$ cat config.mk
export PLATFORM = sky130hd
export DESIGN_NAME = wb_regfile_sequencer
export DESIGN_NICKNAME = d
export VERILOG_FILES = /design/src/rtl/y86_pkg.sv /design/src/rtl/wb_dst_decode.sv /design/src/rtl/wb_regfile_sequencer.sv
export SDC_FILE = /design/constraint.sdc
export NUM_CORES = 1
export LEC_CHECK = 0
export ABC_AREA = 1
export ABC_CLOCK_PERIOD_IN_PS = 5600
export CAP_MARGIN = 20
export CORE_ASPECT_RATIO = 1.2
export CORE_UTILIZATION = 48
export CTS_CLUSTER_DIAMETER = 120
export DETAILED_ROUTE_END_ITERATION = 6
export GPL_ROUTABILITY_DRIVEN = 0
export PLACE_DENSITY = 0.81
export SYNTH_ARGS = -nofsm -noshare
export SYNTH_HDL_FRONTEND = slang
export SYNTH_SLANG_ARGS = --single-unit
$ cat constraint.sdc
create_clock -name clk -period 5.6 [get_ports clk]
set_input_delay 0.56 -clock clk [delete_from_list [all_inputs] [get_ports clk]]
set_output_delay 0.56 -clock clk [all_outputs]
set_load 0.03 [all_outputs]
$ cat src/rtl/y86_pkg.sv
// Shared Y86-64 definitions: instruction codes, special register ids and
// the write-back sequencer state encoding.
package y86_pkg;

    localparam logic [3:0] I_HALT   = 4'h0;
    localparam logic [3:0] I_NOP    = 4'h1;
    localparam logic [3:0] I_CMOVXX = 4'h2;
    localparam logic [3:0] I_IRMOVQ = 4'h3;
    localparam logic [3:0] I_RMMOVQ = 4'h4;
    localparam logic [3:0] I_MRMOVQ = 4'h5;
    localparam logic [3:0] I_OPQ    = 4'h6;
    localparam logic [3:0] I_JXX    = 4'h7;
    localparam logic [3:0] I_CALL   = 4'h8;
    localparam logic [3:0] I_RET    = 4'h9;
    localparam logic [3:0] I_PUSHQ  = 4'hA;
    localparam logic [3:0] I_POPQ   = 4'hB;

    localparam logic [3:0] RNONE = 4'hF;
    localparam logic [3:0] RSP   = 4'h4;

    typedef enum logic [1:0] {
        WB_IDLE,
        WB_WR_E,
        WB_WR_M,
        WB_DONE
    } wb_state_t;

endpackage

$ cat src/rtl/wb_dst_decode.sv
// Combinational destination decode for write-back; also shared with the
// hazard-detect logic, so it must stay purely a function of its inputs.
module wb_dst_decode
    import y86_pkg::*;
#(
    parameter int                REG_AW    = 4,
    parameter logic [REG_AW-1:0] REG_NONE  = {REG_AW{1'b1}}
) (
    input  logic [3:0]        icode,
    input  logic [REG_AW-1:0] ra,
    input  logic [REG_AW-1:0] rb,
    input  logic              cnd,
    output logic [REG_AW-1:0] dst_e,
    output logic [REG_AW-1:0] dst_m
);

    // A cmovxx whose condition failed behaves like a nop for write-back.
    always_comb begin
        dst_e = REG_NONE;
        dst_m = REG_NONE;
        case (icode)
            I_CMOVXX: if (cnd) dst_e = rb;
            I_IRMOVQ,
            I_OPQ:    dst_e = rb;
            I_CALL,
            I_RET,
            I_PUSHQ:  dst_e = REG_AW'(RSP);
            I_POPQ: begin
                dst_e = REG_AW'(RSP);
                dst_m = ra;
            end
            I_MRMOVQ: dst_m = ra;
            default: begin
                dst_e = REG_NONE;
                dst_m = REG_NONE;
            end
        endcase
    end

endmodule

$ cat src/rtl/wb_regfile_sequencer.sv
// Serialises the up-to-two write-back results of one retired Y86-64
// instruction onto a single register-file write port, E before M.
module wb_regfile_sequencer
    import y86_pkg::*;
#(
    parameter int                DATA_W = 64,
    parameter int                REG_AW = 4,
    parameter logic [REG_AW-1:0] RNONE  = {REG_AW{1'b1}}
) (
    input  logic              clk,
    input  logic              rst,
    input  logic              in_valid,
    output logic              in_ready,
    input  logic [3:0]        icode,
    input  logic [REG_AW-1:0] rA,
    input  logic [REG_AW-1:0] rB,
    input  logic              cnd,
    input  logic [DATA_W-1:0] valE,
    input  logic [DATA_W-1:0] valM,
    output logic              rf_we,
    output logic [REG_AW-1:0] rf_addr,
    output logic [DATA_W-1:0] rf_wdata,
    output logic              busy,
    output logic              done
);

    wb_state_t         state, state_d;
    logic [REG_AW-1:0] dec_e, dec_m;
    logic [REG_AW-1:0] dst_m_q;
    logic [DATA_W-1:0] val_m_q;
    logic              accept;
    logic              we_d;
    logic [REG_AW-1:0] addr_d;
    logic [DATA_W-1:0] wdata_d;

    wb_dst_decode #(
        .REG_AW   (REG_AW),
        .REG_NONE (RNONE)
    ) u_dst_decode (
        .icode (icode),
        .ra    (rA),
        .rb    (rB),
        .cnd   (cnd),
        .dst_e (dec_e),
        .dst_m (dec_m)
    );

    assign in_ready = (state == WB_IDLE) && !rst;
    assign accept   = in_valid && in_ready;
    assign busy     = (state != WB_IDLE);
    assign done     = (state == WB_DONE);

    // Write-port outputs are registered alongside the state so they line up
    // with WR_E/WR_M and keep their last value once the write enable drops.
    always_comb begin
        state_d = state;
        we_d    = 1'b0;
        addr_d  = rf_addr;
        wdata_d = rf_wdata;
        case (state)
            WB_IDLE: begin
                if (accept) begin
                    if (dec_e != RNONE) begin
                        state_d = WB_WR_E;
                        we_d    = 1'b1;
                        addr_d  = dec_e;
                        wdata_d = valE;
                    end else if (dec_m != RNONE) begin
                        state_d = WB_WR_M;
                        we_d    = 1'b1;
                        addr_d  = dec_m;
                        wdata_d = valM;
                    end else begin
                        state_d = WB_DONE;
                    end
                end
            end
            WB_WR_E: begin
                if (dst_m_q != RNONE) begin
                    state_d = WB_WR_M;
                    we_d    = 1'b1;
                    addr_d  = dst_m_q;
                    wdata_d = val_m_q;
                end else begin
                    state_d = WB_DONE;
                end
            end
            WB_WR_M: state_d = WB_DONE;
            WB_DONE: state_d = WB_IDLE;
            default: state_d = WB_IDLE;
        endcase
    end

    // Only the M half needs to outlive the accept edge; E is issued directly.
    always_ff @(posedge clk or posedge rst) begin
        if (rst) begin
            state    <= WB_IDLE;
            rf_we    <= 1'b0;
            rf_addr  <= '0;
            rf_wdata <= '0;
            dst_m_q  <= RNONE;
            val_m_q  <= '0;
        end else begin
            state    <= state_d;
            rf_we    <= we_d;
            rf_addr  <= addr_d;
            rf_wdata <= wdata_d;
            if (accept) begin
                dst_m_q <= dec_m;
                val_m_q <= valM;
            end
        end
    end

endmodule

==> impl_metrics.py, run 1 <==
metrics = {
    "clocking": {
        "clockBufferDepth": 2,
        "insertion_delay_ns": 0.42,
        "post_cts.repair.setup_buffers": 0,
        "root_buffer": "clkbuf_16",
        "cts-htree-levels": 4,
        "cts_sinks": 139,
        "cts_made_buffers": 17,
        "cts_resized": 0,
        "cts_tree": "built",
        "hold_buffers": 0,
        "clkTransAtPathRegs_ns": 0.06,
    },
    "floorplanning": {
        "chipHeight_um": 139,
        "core.rowCount": 49,
        "io_pins": 216,
        "start_util": 0.495,
        "die-area_mm2": 0.0161,
        "die_w_um": 116,
        "core_mm2": 0.0151,
    },
    "finish": {
        "drive_above_1_share": 0.0480,
        "layout_commonest_cell": "nand2_1",
        "final_cell_mix": "502 x nand2_1, 215 x clkdlybuf4s50_1, 146 x inv_1, 135 x nand3_1, 135 x dfrtp_1",
        "antenna_cells": 0,
        "stdcell_count": 1497,
        "areaGrowthSynthToFinish_pct": 37.8,
        "layout.nets": 1429,
        "final_util": 0.683,
        "nFillCells": 1297,
    },
    "timing": {
        "holdWs_ns": 0.475,
        "fmax_mhz": 343,
        "slew-limit-headroom": 0.396,
        "worst_slack_ns": 2.68,
        "drv_slew": 0,
        "rsz0062_at_grt": "false",
        "hold_violations": 0,
        "min_period_over_period": 0.521,
        "fin_tns_setup_ns": 0,
        "setup_violations": 0,
        "skew_ns": 0.0112,
        "period_needed_ns": 2.92,
        "tightest_slew_ns": 0.906,
    },
    "routing": {
        "drt-initial-drc-count": 660,
        "wirelength_mm": 20.1,
        "final_antenna_net_count": 0,
        "drc": 0,
        "detail_route.vias_per_cell": 4.94,
        "firstDrtPassIters": 5,
        "post_drt_wl_per_cell_um": 13.4,
        "vias": 7396,
    },
    "synthesis": {
        "synth_top_family_by_area": "simple AND/OR/NAND/NOR gates",
        "synth_area_mm2": 0.00750,
        "yosysWarnings": 0,
        "synthCells": 1101,
        "synthSimpleGateAreaFrac": 0.352,
        "synthXorXnorAreaFrac": 0,
        "avgSynthCellArea_um2": 6.81,
        "seq_area_frac_synth": 0.464,
        "ys_ff_latch": 139,
        "yosysUniqueCellTypes": 22,
        "synth-compound-area-share": 0.0570,
        "synthMuxAreaShare": 0,
        "syn_nets": 1250,
        "synth_adder_area_share": 0.00834,
    },
    "grt": {
        "grt_use_total": 0.259,
        "grt_pass1_vias": 6903,
        "grt_overflow": 0,
        "grt_antenna_before_repair": 0,
        "grt_first_pass_wirelength_mm": 32.9,
        "grt_max_degree": 134,
    },
    "placed_design": {
        "portBuffers": 215,
        "place_inst": 1464,
        "hpwlAfterDp_mm": 12.6,
        "place_ws_ns": 1.90,
    },
    "hold_path": {
        "min_to": "rf_wdata[11]",
        "hold_class": "reg -> reg",
        "min_from": "rf_wdata[11]",
        "min_path_cells": 2,
    },
    "run": {
        "drv_cap": 0,
    },
    "power_and_ir_drop": {
        "p_leak_nw": 5.56,
        "peakVddDrop_mv": 0.371,
        "powerDensity_mw_per_mm2": 547,
    },
    "setup_path": {
        "rr_worst_depth": 13,
        "cp-start-kind": "flip-flop",
        "cp.arrival_ns": 3.27,
        "critPathMaxFanout": 43,
        "end_kind": "flip-flop",
        "worst_ep_required_time_ns": 5.96,
        "r2r_end": "rf_wdata[36]",
        "ff2ff_setup_slack_ns": 2.68,
        "crit_type": "reg -> reg",
        "r2r_start": "state[1]",
    },
    "run_status": {
        "outcome": "finished clean",
    },
}
## logic make-up (layout without fill, tap and decap cells)
| group | after synthesis | in the layout |
|---|---|---|
| flip-flops | 139 | 139 |
| AO/OA/AOI/OAI | 85 | 85 |
| buffers and inverters | 218 | 410 |
| adder cells (fa/ha/maj) | 5 | 5 |
| AND/OR/NAND/NOR | 654 | 654 |
## per-stage QoR
step / total power [mW] / instance area, um^2
6_report: 5.66 / 10300
5_1_grt: 6.05 / 10300
3_5_place_dp: 4.54 / 9720
2_1_floorplan: 3.59 / 7500
4_1_cts: 5.69 / 10300
3_3_place_gp: 4.45 / 9700
## cell type report
type / count / area, um^2 / area share
Clock buffer: 21 / 480 / 0.0465
Clock inverter: 11 / 118 / 0.0114
Inverter: 154 / 583 / 0.0564
Multi-Input combinational cell: 744 / 3170 / 0.306
Sequential cell: 139 / 3480 / 0.337
Tap cell: 204 / 255 / 0.0247
Timing Repair Buffer: 224 / 2250 / 0.218
## registers in the layout, indices dropped and copies added (netlist names)
name and flops:
rf_addr 4, rf_we 1, val_m_q 64, dst_m_q 4, state 2, rf_wdata 64
## critical path, stage by stage, from the launching register on
cell	delay [ns]
dfrtp_1	0.39
inv_1	0.13
ha_1	0.20
inv_2	0.07
nor2_1	0.20
nand2_4	0.31
inv_2	0.20
nor2_1	0.11
a21oi_1	0.17
nand3_2	0.12
inv_2	0.47
buf_12	0.28
nand2_1	0.09
nand2_1	0.07
## synth_stat cells
| cell | n | area, um^2 |
|---|---|---|
| a21oi_1 | 6 | 30.0 |
| a22oi_1 | 1 | 7.51 |
| buf_1 | 4 | 15.0 |
| buf_2 | 26 | 130 |
| buf_4 | 3 | 22.5 |
| buf_6 | 3 | 33.8 |
| clkbuf_1 | 28 | 105 |
| dfrtp_1 | 135 | 3380 |
| dfstp_2 | 4 | 105 |
| ha_1 | 5 | 62.6 |
| inv_1 | 148 | 556 |
| inv_2 | 6 | 22.5 |
| nand2_1 | 504 | 1890 |
| nand2_2 | 1 | 6.26 |
| nand3_1 | 135 | 676 |
| nand3_2 | 1 | 10.0 |
| nor2_1 | 10 | 37.5 |
| nor2_2 | 1 | 6.26 |
| nor2_4 | 1 | 11.3 |
| nor3_1 | 1 | 5.00 |
| o21ai_0 | 72 | 360 |
| o21ai_1 | 6 | 30.0 |
## how the worst max path moves through the flow
| stage | startpoint | end | slack, ns | cells after the start |
|---|---|---|---|---|
| 2_1_floorplan | rst | rf_addr[0] | 1.32 | 1 |
| 3_3_place_gp | rst | rf_wdata[38] | 1.79 | 10 |
| 3_5_place_dp | rst | rf_wdata[32] | 1.90 | 11 |
| 4_1_cts | state[1] | rf_wdata[36] | 2.19 | 13 |
| 5_1_grt | state[1] | rf_wdata[36] | 2.43 | 13 |
| 6_report | state[1] | rf_wdata[36] | 2.68 | 13 |
## report_power, final
part	total (mW)	switching (mW)	internal (mW)
Sequential	1.78	0.268	1.51
Combinational	2.76	1.75	1.02
Clock	1.12	0.422	0.699
Total	5.66	2.44	3.22
## metal layers
layer	vias up	wire length, um	track usage
li1	3697	-	-
met1	3347	8290	0.331
met2	322	9990	0.429
met3	30	1440	0.0573
met4	0	375	0.0884
met5	-	0	0
Power figures use the tool's default switching activity.
==> run 2, diff against run 1 <==
--- a/config.mk
+++ b/config.mk
@@ -6,14 +6,14 @@
 export NUM_CORES = 1
 export LEC_CHECK = 0
 export ABC_AREA = 1
-export ABC_CLOCK_PERIOD_IN_PS = 5600
+export ABC_CLOCK_PERIOD_IN_PS = 2600
 export CAP_MARGIN = 20
 export CORE_ASPECT_RATIO = 1.2
-export CORE_UTILIZATION = 48
+export CORE_UTILIZATION = 44
 export CTS_CLUSTER_DIAMETER = 120
 export DETAILED_ROUTE_END_ITERATION = 6
 export GPL_ROUTABILITY_DRIVEN = 0
-export PLACE_DENSITY = 0.81
+export PLACE_DENSITY = 0.78
 export SYNTH_ARGS = -nofsm -noshare
 export SYNTH_HDL_FRONTEND = slang
 export SYNTH_SLANG_ARGS = --single-unit
==> constraint.sdc (replaced) <==
create_clock -name clk -period 2.6 [get_ports clk]
set_input_delay 0.26 -clock clk [delete_from_list [all_inputs] [get_ports clk]]
set_output_delay 0.26 -clock clk [all_outputs]
set_load 0.03 [all_outputs]
==> impl_metrics.py, run 2 (same netlist as run 1, synthesis figures left out) <==
metrics = {
    "setup_path": {
        "critPathMaxFanout": 4,
        "ff2ff_setup_slack_ns": 0.38,
        "critPathTopFamily": "buffers and inverters",
        "cp-start-kind": "flip-flop",
        "rr_worst_depth": 13,
        "crit_chain": "inv_1, ha_1, inv_2, nor2_1, clkdlybuf4s50_1",
        "crit_buf_inv": 3,
        "cp.arrival_ns": 2.12,
        "crit_type": "reg -> out",
        "path_depth": 5,
        "r2r_start": "state[1]",
        "r2r_end": "rf_wdata[29]",
        "end_kind": "output port",
        "worst_ep_required_time_ns": 2.34,
        "slowest_stage": "clkdlybuf4s50_1",
        "cp_slowest_stage_delay_ns": 0.72,
    },
    "power_and_ir_drop": {
        "p_seq_frac": 0.312,
        "powerDensity_mw_per_mm2": 1180,
        "peakVddDrop_mv": 0.780,
        "p_comb_frac": 0.494,
        "p_clk_frac": 0.195,
        "sw_frac_of_total": 0.434,
        "power.switching_mw": 5.35,
        "p_int_mw": 6.97,
        "p_leak_nw": 5.60,
    },
    "timing": {
        "holdWs_ns": 0.394,
        "fin_tns_setup_ns": 0,
        "hold_violations": 0,
        "period_needed_ns": 2.38,
        "skew_ns": 0.00797,
        "drv_slew": 0,
        "rsz0062_at_grt": "false",
        "tightest_slew_ns": 0.817,
        "fmax_mhz": 419,
        "min_period_over_period": 0.917,
        "setup_violations": 0,
        "slew-limit-headroom": 0.455,
    },
    "grt": {
        "grt_overflow": 0,
        "grt_use_total": 0.243,
        "grt_first_pass_wirelength_mm": 33.9,
        "grt_pass1_vias": 6999,
        "grt_antenna_before_repair": 0,
        "grt_max_degree": 140,
    },
    "clocking": {
        "insertion_delay_ns": 0.42,
        "cts-htree-levels": 4,
        "cts_tree": "built",
        "clkTransAtPathRegs_ns": 0.06,
        "hold_buffers": 0,
        "post_cts.repair.setup_buffers": 0,
        "cts_resized": 0,
        "root_buffer": "clkbuf_16",
        "clockBufferDepth": 2,
        "cts_sinks": 139,
        "cts_made_buffers": 17,
    },
    "floorplanning": {
        "core_mm2": 0.0165,
        "start_util": 0.456,
        "io_pins": 216,
        "die-area_mm2": 0.0176,
        "chipHeight_um": 145,
        "die_w_um": 121,
        "core.rowCount": 51,
    },
    "finish": {
        "stdcell_count": 1512,
        "reg.largest.list": "rf_wdata: 64 flops, val_m_q: 64 flops",
        "layout_commonest_cell": "nand2_1",
        "layout.nets": 1436,
        "drive_above_1_share": 0.0523,
        "nFillCells": 1495,
        "areaGrowthSynthToFinish_pct": 39.2,
        "antenna_cells": 0,
        "final_cell_mix": "502 x nand2_1, 215 x clkdlybuf4s50_1, 146 x inv_1, 135 x nand3_1, 135 x dfrtp_1",
    },
    "routing": {
        "post_drt_wl_per_cell_um": 13.7,
        "drc": 0,
        "wirelength_mm": 20.7,
        "drt-initial-drc-count": 533,
        "firstDrtPassIters": 5,
        "detail_route.vias_per_cell": 4.83,
        "vias": 7298,
        "final_antenna_net_count": 0,
    },
    "hold_path": {
        "hold_class": "in -> async",
    },
    "placed_design": {
        "portBuffers": 215,
        "place_inst": 1480,
        "hpwlAfterDp_mm": 13.3,
    },
    "run_status": {
        "outcome": "finished clean",
    },
    "run": {
        "drv_cap": 0,
    },
}
-- run 2: power by group through the flow --
stage | clock network, mW | logic [mW] | registers [mW]
floorplan | 0 | 2.99 | 4.74
global placement | 0 | 5.99 | 3.81
detailed placement | 0 | 6.12 | 3.84
CTS | 2.44 | 6.14 | 3.83
global route | 2.54 | 6.73 | 3.95
finish | 2.40 | 6.08 | 3.84
-- run 2: worst max path at each step --
stage	start	slack (ns)	endpoint
2_1_floorplan	state[0]	0.09	rf_addr[0]
3_3_place_gp	icode[3]	0.20	rf_wdata[5]
3_5_place_dp	icode[3]	0.15	rf_wdata[5]
4_1_cts	state[1]	0.19	in_ready
5_1_grt	state[0]	0.11	in_ready
6_report	state[1]	0.22	in_ready
-- run 2: metal layers --
metal	track usage	part of all wire
met1	0.302	0.41
met4	0.0932	0.025
met3	0.0527	0.063
met2	0.409	0.50
met5	0	0
-- run 2: tightest hold or removal path, cell delays in order --
cell             delay, ns
clkdlybuf4s50_1       0.47
clkinvlp_4            0.11
buf_12                0.46
-- run 2: final cells by class --
type | count | area (um^2) | share of cell area
flip-flops and latches | 139 | 3480 | 0.334
multi-input cells | 744 | 3170 | 0.303
clock inverters | 13 | 140 | 0.0134
inverters | 154 | 582 | 0.0557
clock buffers | 19 | 443 | 0.0424
well taps | 212 | 265 | 0.0254
repair buffers | 231 | 2360 | 0.226
-- run 2: stage by stage --
step | worst slack (ns) | utilization | instance area [um^2] | total power, mW
global placement | 0.204 | 0.599 | 9860 | 9.80
global route | 0.115 | 0.634 | 10400 | 13.2
detailed placement | 0.147 | 0.599 | 9860 | 9.95
CTS | 0.195 | 0.634 | 10400 | 12.4
finish | 0.216 | 0.634 | 10400 | 12.3
floorplan | 0.0900 | - | 7510 | 7.73
